===== config.mk =====
export PLATFORM = sky130hd
export DESIGN_NAME = arm_mc_controller
export DESIGN_NICKNAME = d
export VERILOG_FILES = /design/src/rtl/arm_mc_controller.sv
export SDC_FILE = /design/constraint.sdc
export NUM_CORES = 1
export LEC_CHECK = 0
export BUFFER_PORTS_ARGS = -buffer_cell sky130_fd_sc_hd__buf_2
export CAP_MARGIN = 20
export CORE_UTILIZATION = 46
export CTS_BUF_LIST = sky130_fd_sc_hd__clkbuf_4
export CTS_CLUSTER_DIAMETER = 80
export DETAILED_ROUTE_END_ITERATION = 16
export GPL_TIMING_DRIVEN = 0
export HOLD_SLACK_MARGIN = 0.06
export MAX_ROUTING_LAYER = met4
export PLACE_DENSITY = 0.82
export SLEW_MARGIN = 15
export SYNTH_ARGS = -nofsm -noshare
export SYNTH_HDL_FRONTEND = slang
export SYNTH_SLANG_ARGS = --single-unit

===== constraint.sdc =====
create_clock -name clk -period 1.7 [get_ports clk]
set_clock_uncertainty 0.05 [all_clocks]
set_input_delay 0.255 -clock clk [delete_from_list [all_inputs] [get_ports clk]]
set_output_delay 0.255 -clock clk [all_outputs]
set_load 0.005 [all_outputs]

===== src/rtl/arm_mc_controller.sv =====
`default_nettype none
// ============================================================================
// arm_mc_controller : multicycle ARM control unit (FSM, NZCV flags, cond codes)
// Revision: 1.0
// ============================================================================
module arm_mc_controller #(
  parameter int MEM_HANDSHAKE = 1,
  parameter int ALUCTRL_W     = 2
) (
  input  logic                 clk,
  input  logic                 reset,
  input  logic [19:0]          Instr,
  input  logic [3:0]           ALUFlags,
  input  logic                 MemReady,
  output logic                 MemReq,
  output logic                 PCWrite,
  output logic                 IRWrite,
  output logic                 MemWrite,
  output logic                 RegWrite,
  output logic                 AdrSrc,
  output logic                 ALUSrcA,
  output logic [1:0]           ALUSrcB,
  output logic [1:0]           ResultSrc,
  output logic [1:0]           ImmSrc,
  output logic [1:0]           RegSrc,
  output logic [ALUCTRL_W-1:0] ALUControl,
  output logic [3:0]           Flags
);

  typedef enum logic [3:0] {
    S_FETCH  = 4'd0,
    S_DECODE = 4'd1,
    S_EXECR  = 4'd2,
    S_EXECI  = 4'd3,
    S_ALUWB  = 4'd4,
    S_MEMADR = 4'd5,
    S_MEMRD  = 4'd6,
    S_MEMWB  = 4'd7,
    S_MEMWR  = 4'd8,
    S_BRANCH = 4'd9
  } state_t;

  state_t      state_q, state_d;
  logic [3:0]  flags_q, flags_d;

  logic [3:0]  cond;
  logic [1:0]  op;
  logic        i_bit;
  logic [3:0]  cmd;
  logic        s_bit;
  logic        u_bit;
  logic [3:0]  rd;
  logic        rd_is_pc;
  logic        mem_rdy;
  logic        unused_instr;

  assign cond         = Instr[19:16];
  assign op           = Instr[15:14];
  assign i_bit        = Instr[13];
  assign cmd          = Instr[12:9];
  assign s_bit        = Instr[8];
  assign u_bit        = Instr[11];
  assign rd           = Instr[7:4];
  assign rd_is_pc     = (rd == 4'hF);
  assign unused_instr = ^Instr[3:0];
  assign mem_rdy      = (MEM_HANDSHAKE != 0) ? MemReady : 1'b1;

  // Data-processing command decode: unsupported opcodes fall back to ADD
  logic       cmd_ok;
  logic       cmd_arith;
  logic [1:0] cmd_alu;

  always_comb begin
    cmd_ok    = 1'b1;
    cmd_arith = 1'b0;
    cmd_alu   = 2'b00;
    case (cmd)
      4'b0100: begin cmd_alu = 2'b00; cmd_arith = 1'b1; end
      4'b0010: begin cmd_alu = 2'b01; cmd_arith = 1'b1; end
      4'b0000: cmd_alu = 2'b10;
      4'b1100: cmd_alu = 2'b11;
      default: cmd_ok = 1'b0;
    endcase
  end

  logic flag_n, flag_z, flag_c, flag_v;
  logic cond_ex;

  assign {flag_n, flag_z, flag_c, flag_v} = flags_q;

  always_comb begin
    cond_ex = 1'b0;
    case (cond)
      4'b0000: cond_ex = flag_z;
      4'b0001: cond_ex = ~flag_z;
      4'b0010: cond_ex = flag_c;
      4'b0011: cond_ex = ~flag_c;
      4'b0100: cond_ex = flag_n;
      4'b0101: cond_ex = ~flag_n;
      4'b0110: cond_ex = flag_v;
      4'b0111: cond_ex = ~flag_v;
      4'b1000: cond_ex = flag_c & ~flag_z;
      4'b1001: cond_ex = ~(flag_c & ~flag_z);
      4'b1010: cond_ex = (flag_n == flag_v);
      4'b1011: cond_ex = (flag_n != flag_v);
      4'b1100: cond_ex = ~flag_z & (flag_n == flag_v);
      4'b1101: cond_ex = ~(~flag_z & (flag_n == flag_v));
      4'b1110: cond_ex = 1'b1;
      default: cond_ex = 1'b0;
    endcase
  end

  always_comb begin
    state_d = state_q;
    flags_d = flags_q;
    case (state_q)
      S_FETCH:  if (mem_rdy) state_d = S_DECODE;
      S_DECODE: begin
        if (!cond_ex) begin
          state_d = S_FETCH;
        end else begin
          case (op)
            2'b00:   state_d = i_bit ? S_EXECI : S_EXECR;
            2'b01:   state_d = S_MEMADR;
            2'b10:   state_d = S_BRANCH;
            default: state_d = S_FETCH;
          endcase
        end
      end
      S_EXECR, S_EXECI: begin
        state_d = S_ALUWB;
        // Logical ops leave carry and overflow untouched
        if (s_bit && cmd_ok) begin
          flags_d[3:2] = ALUFlags[3:2];
          if (cmd_arith) flags_d[1:0] = ALUFlags[1:0];
        end
      end
      S_ALUWB:  state_d = S_FETCH;
      S_MEMADR: state_d = s_bit ? S_MEMRD : S_MEMWR;
      S_MEMRD:  if (mem_rdy) state_d = S_MEMWB;
      S_MEMWB:  state_d = S_FETCH;
      S_MEMWR:  if (mem_rdy) state_d = S_FETCH;
      S_BRANCH: state_d = S_FETCH;
      default:  state_d = S_FETCH;
    endcase
  end

  always_ff @(posedge clk or negedge reset) begin
    if (!reset) begin
      state_q <= S_FETCH;
      flags_q <= 4'b0000;
    end else begin
      state_q <= state_d;
      flags_q <= flags_d;
    end
  end

  logic [1:0] alu_ctl;

  // Reset low forces every control output to 0 regardless of state
  always_comb begin
    MemReq    = 1'b0;
    PCWrite   = 1'b0;
    IRWrite   = 1'b0;
    MemWrite  = 1'b0;
    RegWrite  = 1'b0;
    AdrSrc    = 1'b0;
    ALUSrcA   = 1'b0;
    ALUSrcB   = 2'b00;
    ResultSrc = 2'b00;
    alu_ctl   = 2'b00;
    ImmSrc    = op;
    RegSrc    = {(op == 2'b01) & ~s_bit, (op == 2'b10)};
    case (state_q)
      S_FETCH: begin
        MemReq    = 1'b1;
        IRWrite   = mem_rdy;
        PCWrite   = mem_rdy;
        ALUSrcA   = 1'b1;
        ALUSrcB   = 2'b10;
        ResultSrc = 2'b10;
      end
      S_DECODE: begin
        ALUSrcA   = 1'b1;
        ALUSrcB   = 2'b10;
        ResultSrc = 2'b10;
      end
      S_EXECR: alu_ctl = cmd_alu;
      S_EXECI: begin
        ALUSrcB = 2'b01;
        alu_ctl = cmd_alu;
      end
      S_ALUWB: begin
        RegWrite = cmd_ok & ~rd_is_pc;
        PCWrite  = cmd_ok & rd_is_pc;
      end
      S_MEMADR: begin
        ALUSrcB = 2'b01;
        alu_ctl = u_bit ? 2'b00 : 2'b01;
      end
      S_MEMRD: begin
        MemReq = 1'b1;
        AdrSrc = 1'b1;
      end
      S_MEMWB: begin
        ResultSrc = 2'b01;
        RegWrite  = ~rd_is_pc;
        PCWrite   = rd_is_pc;
      end
      S_MEMWR: begin
        MemReq   = 1'b1;
        AdrSrc   = 1'b1;
        MemWrite = mem_rdy;
      end
      S_BRANCH: begin
        ALUSrcB   = 2'b01;
        ResultSrc = 2'b10;
        PCWrite   = 1'b1;
      end
      default: ;
    endcase
    if (!reset) begin
      MemReq    = 1'b0;
      PCWrite   = 1'b0;
      IRWrite   = 1'b0;
      MemWrite  = 1'b0;
      RegWrite  = 1'b0;
      AdrSrc    = 1'b0;
      ALUSrcA   = 1'b0;
      ALUSrcB   = 2'b00;
      ResultSrc = 2'b00;
      alu_ctl   = 2'b00;
      ImmSrc    = 2'b00;
      RegSrc    = 2'b00;
    end
  end

  generate
    if (ALUCTRL_W > 2) begin : g_alu_wide
      assign ALUControl = {{(ALUCTRL_W-2){1'b0}}, alu_ctl};
    end else begin : g_alu_narrow
      assign ALUControl = alu_ctl;
    end
  endgenerate

  assign Flags = flags_q;

endmodule
`default_nettype wire


; Yosys cells after proc, flatten, opt, wreduce, memory -nomap -nowiden
; Cells that the tools add are included.
[totals]
reg_bits = 8
input_bits = 27
output_inout_bits = 21
elab_cells = 101
[classes]
n_eq_ne = 34
muxes = 35
bitwise = 13
reduce_logical = 16
[ops]
columns = op, count
row1 = $eq A4 B4 Y1 const B, 11
row2 = $eq A4 B3 Y1 const B, 9
row3 = $pmux W4 S6, 1
row4 = $eq A4 B2 Y1 const B, 5
row5 = $mux W4, 5
row6 = $mux W1, 16
row7 = $pmux W1 S15, 1
row8 = $logic_not A4 Y1, 3
row9 = $pmux W2 S2, 3
row10 = $pmux W4 S3, 1
row11 = $mux W2, 5
row12 = $reduce_or A3 Y1, 3
row13 = $eq A4 B1 Y1 const B, 2
row14 = $not A1 Y1, 8
row15 = $reduce_or A2 Y1, 4
row16 = $ne A2 B2 Y1 const B, 3
row17 = $pmux W2 S3, 1
row18 = $reduce_and A3 Y1, 2
row19 = $and A1 B1 Y1, 5
row20 = $pmux W1 S4, 1
row21 = $reduce_or A4 Y1, 1
row22 = $eq A2 B1 Y1 const B, 1
row23 = $eq A2 B2 Y1 const B, 1
row24 = $logic_not A2 Y1, 1
row25 = other kinds (5), 5

; Logic depth before layout (Yosys ltp)
[logic_depth]
word_depth = 6
ltp_mapped = 6
mapped_depth_nobuf = 6

; Worst setup path after synthesis
; No wires, ideal clock.
[synth_timing]
path_type = register to output
from = reg state_q[1]
to = out IRWrite
arrival_time_ns = 1.327
slack_ns = 0.068
path_stages_with_launch = 5
path_buffers = 2
path_cell_list = dfrtp_1 clkbuf_1 clkbuf_1 or3b_2 nor3_1
[synth_via]
elab_chain_len = 3
[synth_rtl]
columns = item, line
row1 = from (decl), 43  ; state_t state_q, state_d;
row2 = from (signal assigned), 153  ; state_q <= state_d;
row3 = $logic_not A4 Y1, 174  ; case (state_q)
row4 = $mux W1, 174
row5 = $mux W1, 222  ; if (!reset) begin
row6 = to (decl), 17  ; output logic IRWrite,
; No other way between the ends.

; Final worst setup path
[layout_timing]
from = reg state_q[3]
to = out ALUControl[0]
[layout_via]
elab_chain_len = 4
[layout_rtl]
columns = item, line
row1 = $eq A4 B2 Y1, 174
row2 = $reduce_or A2 Y1 (no source line), --
row3 = $pmux W2 S2 (*), 174
row4 = $mux W2 (*), 222
row5 = to (decl), 26  ; output logic [ALUCTRL_W-1:0] ALUControl,
; Mark *: on every way between the ends. The rest lies on a longest branch, timed or not.

==> flow_summary.ini <==
[layout]
fin_nets = 214
postLayoutCellArea_sq_um = 1570
stdcell_count = 205
synthToLayoutAreaGrowth_pct = 70.7
num_antenna_cells = 0
drive_gt1_share_pct = 58.3

[power_and_ir_drop]
p_per_area_nw_per_um2 = 1120
vdd.ir_drop.worst_uv = 939
leakage_nw = 0.743

[route]
first_pass_iters = 5
drt_iter0_drc = 81
drtAntennaViolNets = 0
viasPerCell = 6.02
vias = 1234
routedWlPerCell_um = 18.6
drc = 0
wl_um = 3810

[synth]
syn_area_sq_um = 921
synthTopCellsByArea = dfrtp_1 (22%), ha_1 (6.8%), nand2_1 (5.7%)
synth_warnings = 0
syn_inst = 121
synthFlopType = dfrtp_1
yosys.area.top_type_share_pct = 21.7
ys_seq_elements = 8
yosysSeqAreaShare_pct = 21.7
async_flop_share_pct = 100
synth_edf_count = 0
yosysTopAreaCell = dfrtp_1
syn-num-nets = 153
synth_cell_types = 42
synthesis.area_per_instance_sq_um = 7.61

[clock_tree]
h-tree-depth = 1
clockBufferDepth = 2
cts_tree = built
clkTransAtPathRegs_ps = 60
cts_root_buffer = clkbuf_4
cts_sinks = 8
insertion_delay_ps = 270
cts_buffers = 3

[timing]
fmax_mhz = 495
setup_viol = 16
hold_violations = 0
tightest_slew_ps = 447
rsz0062_at_grt = true
setup_slack_ps = -322
report.final.slew_viol_count = 0
min_period_ps = 2020
relSlewSlack_pct = 70.2
finalCritPeriodShare_pct = 119

[die]
core_sq_um = 1800
initial_core_util_pct = 51.1
die_area_sq_um = 2180
rows = 15
io_pins = 48
die_x_um = 46.7
die_h_um = 46.7

[setup_path]
criticalPathCategory = reg -> out
cp.arrival_ps = 1720
worstPathRequired_ps = 1390
cp-end-kind = output pin
cp_cell_sequence = nor2_4 -> nand2_2 -> or4b_4 -> o22ai_2 -> buf_2
cp-start-kind = register
slowest_stage = or4b_4
worstPathMaxFanout = 3
slowest_delay_ps = 500

[global_route]
antenna_found_initial = 0
grt.busiest_layer = met2
grtUsageMet2_pct = 51.9
overflow = 0
gr-usage-all-layers_pct = 30.8
grt_pass1_wl_um = 4560
met1_usage_pct = 33.3
grt_pass1_vias = 1053
use_met3_pct = 8.85
grt_max_degree = 13

[placed_design]
io_buffers = 42
gp_congestion = 0.789
dpl_cell_area_sq_um = 1160
dp.cells = 188
dp_hpwl_um = 1860

[job]
drv_cap = 0

[run_status]
status = complete, but fails checks
violations = setup timing

[hold_path]
min_path_type = in -> reg
## critical path: cells and delay by family, from the launching register on
family	cells	cell delay, ps
simple gates	3	730
flops	1	450
buf+inv	1	150
compound gates	1	120
## metrics by stage
stage          hold slack [ps]  setup TNS, ps  power [mW]  setup slack, ps  utilization, %
4_1_cts                   -181          -1030        1.36             -198            75.5
3_3_place_gp              78.7           -400       0.953             -138            64.5
6_report                   178          -1970        1.76             -322            87.2
3_5_place_dp              77.4           -499       0.979             -137            64.5
5_1_grt                    177          -2970        1.86             -479            87.2
2_1_floorplan            -90.6              0       0.765             68.4               -
## worst paths after layout
check	startpoint	endpoint	slack [ps]	cells past startpoint
min in group asynchronous	reset	state_q[3]$_DFFE_PN0P_	480	2
max in group asynchronous	reset	state_q[1]$_DFFE_PN0P_	800	2
worst max register to register	Flags[0]$_DFFE_PN0P_	state_q[3]$_DFFE_PN0P_	-70	5
worst min-delay path	ALUFlags[3]	Flags[3]$_DFFE_PN0P_	180	2
worst max-delay path	state_q[3]$_DFFE_PN0P_	ALUControl[0]	-320	5
worst min register to register	Flags[2]$_DFFE_PN0P_	Flags[2]$_DFFE_PN0P_	560	1
## power by group
part	leakage (nW)	switching (mW)	internal, mW	total (mW)
combinational	0.625	0.599	0.648	1.25
sequential	0.104	0.102	0.250	0.352
clock	0.0138	0.0762	0.0816	0.158
## flip-flops by register name (all words and copies together), names as in the netlist
signal	cells
Flags	4
state_q	4
## layout make-up
class / instances / area [sq um]
multi-input combinational: 102 / 893
timing repair buffer: 58 / 357
fill: 90 / 230
sequential: 8 / 204
buffer: 6 / 52.6
tap: 25 / 31.3
clock buffer: 3 / 22.5
inverter: 3 / 11.3
## placed cells by master (no fill, tap or decap), types with 4 or more instances in the layout
cell      n
ha_1      5
buf_4    13
nor2b_1   4
dfrtp_1   5
nor2_1    7
buf_2    43
and2_1    4
a21oi_1   7
nand2_1   9
nand2_2   5
## metal layers
layer,part of all wire [%],routed length [um]
met1,38,1430
met2,50,1890
met3,9.2,351
met4,3.4,131
met5,0,0
## cells in the mapped netlist (2+ instances only)
cell	number
nand2_1	14
nor2_1	10
a21oi_1	9
dfrtp_1	8
clkbuf_1	6
nand2b_1	6
ha_1	5
nor2b_1	5
o22ai_1	5
and2_1	4
mux2_2	4
nor3_1	4
a211oi_1	3
inv_1	3
o21ai_0	3
and3_1	2
nand3_1	2
nor3b_1	2
xnor2_1	2
xor2_1	2
## kinds of logic (layout without fill, tap and decap cells)
family | after synthesis | in the layout | share of synthesized area, %
muxes | 6 | 6 | 7.20
adders and majority gates | 5 | 5 | 6.79
buffers and inverters | 11 | 70 | 5.03
AOI/OAI and AO/OA | 28 | 28 | 20.4
DFF | 8 | 8 | 21.7
xor gates and xnor gates | 4 | 4 | 3.81
and+or+nand+nor | 59 | 59 | 35.1
## repair_timing
action	in CTS	in global routing
endpoints found under the setup margin	15	18
pin swaps	7	9
cloned	0	0
resized for setup	25	38
setup buffers	11	8
endpoints found under the hold margin	8	8
(Power assumes the default switching activity.)
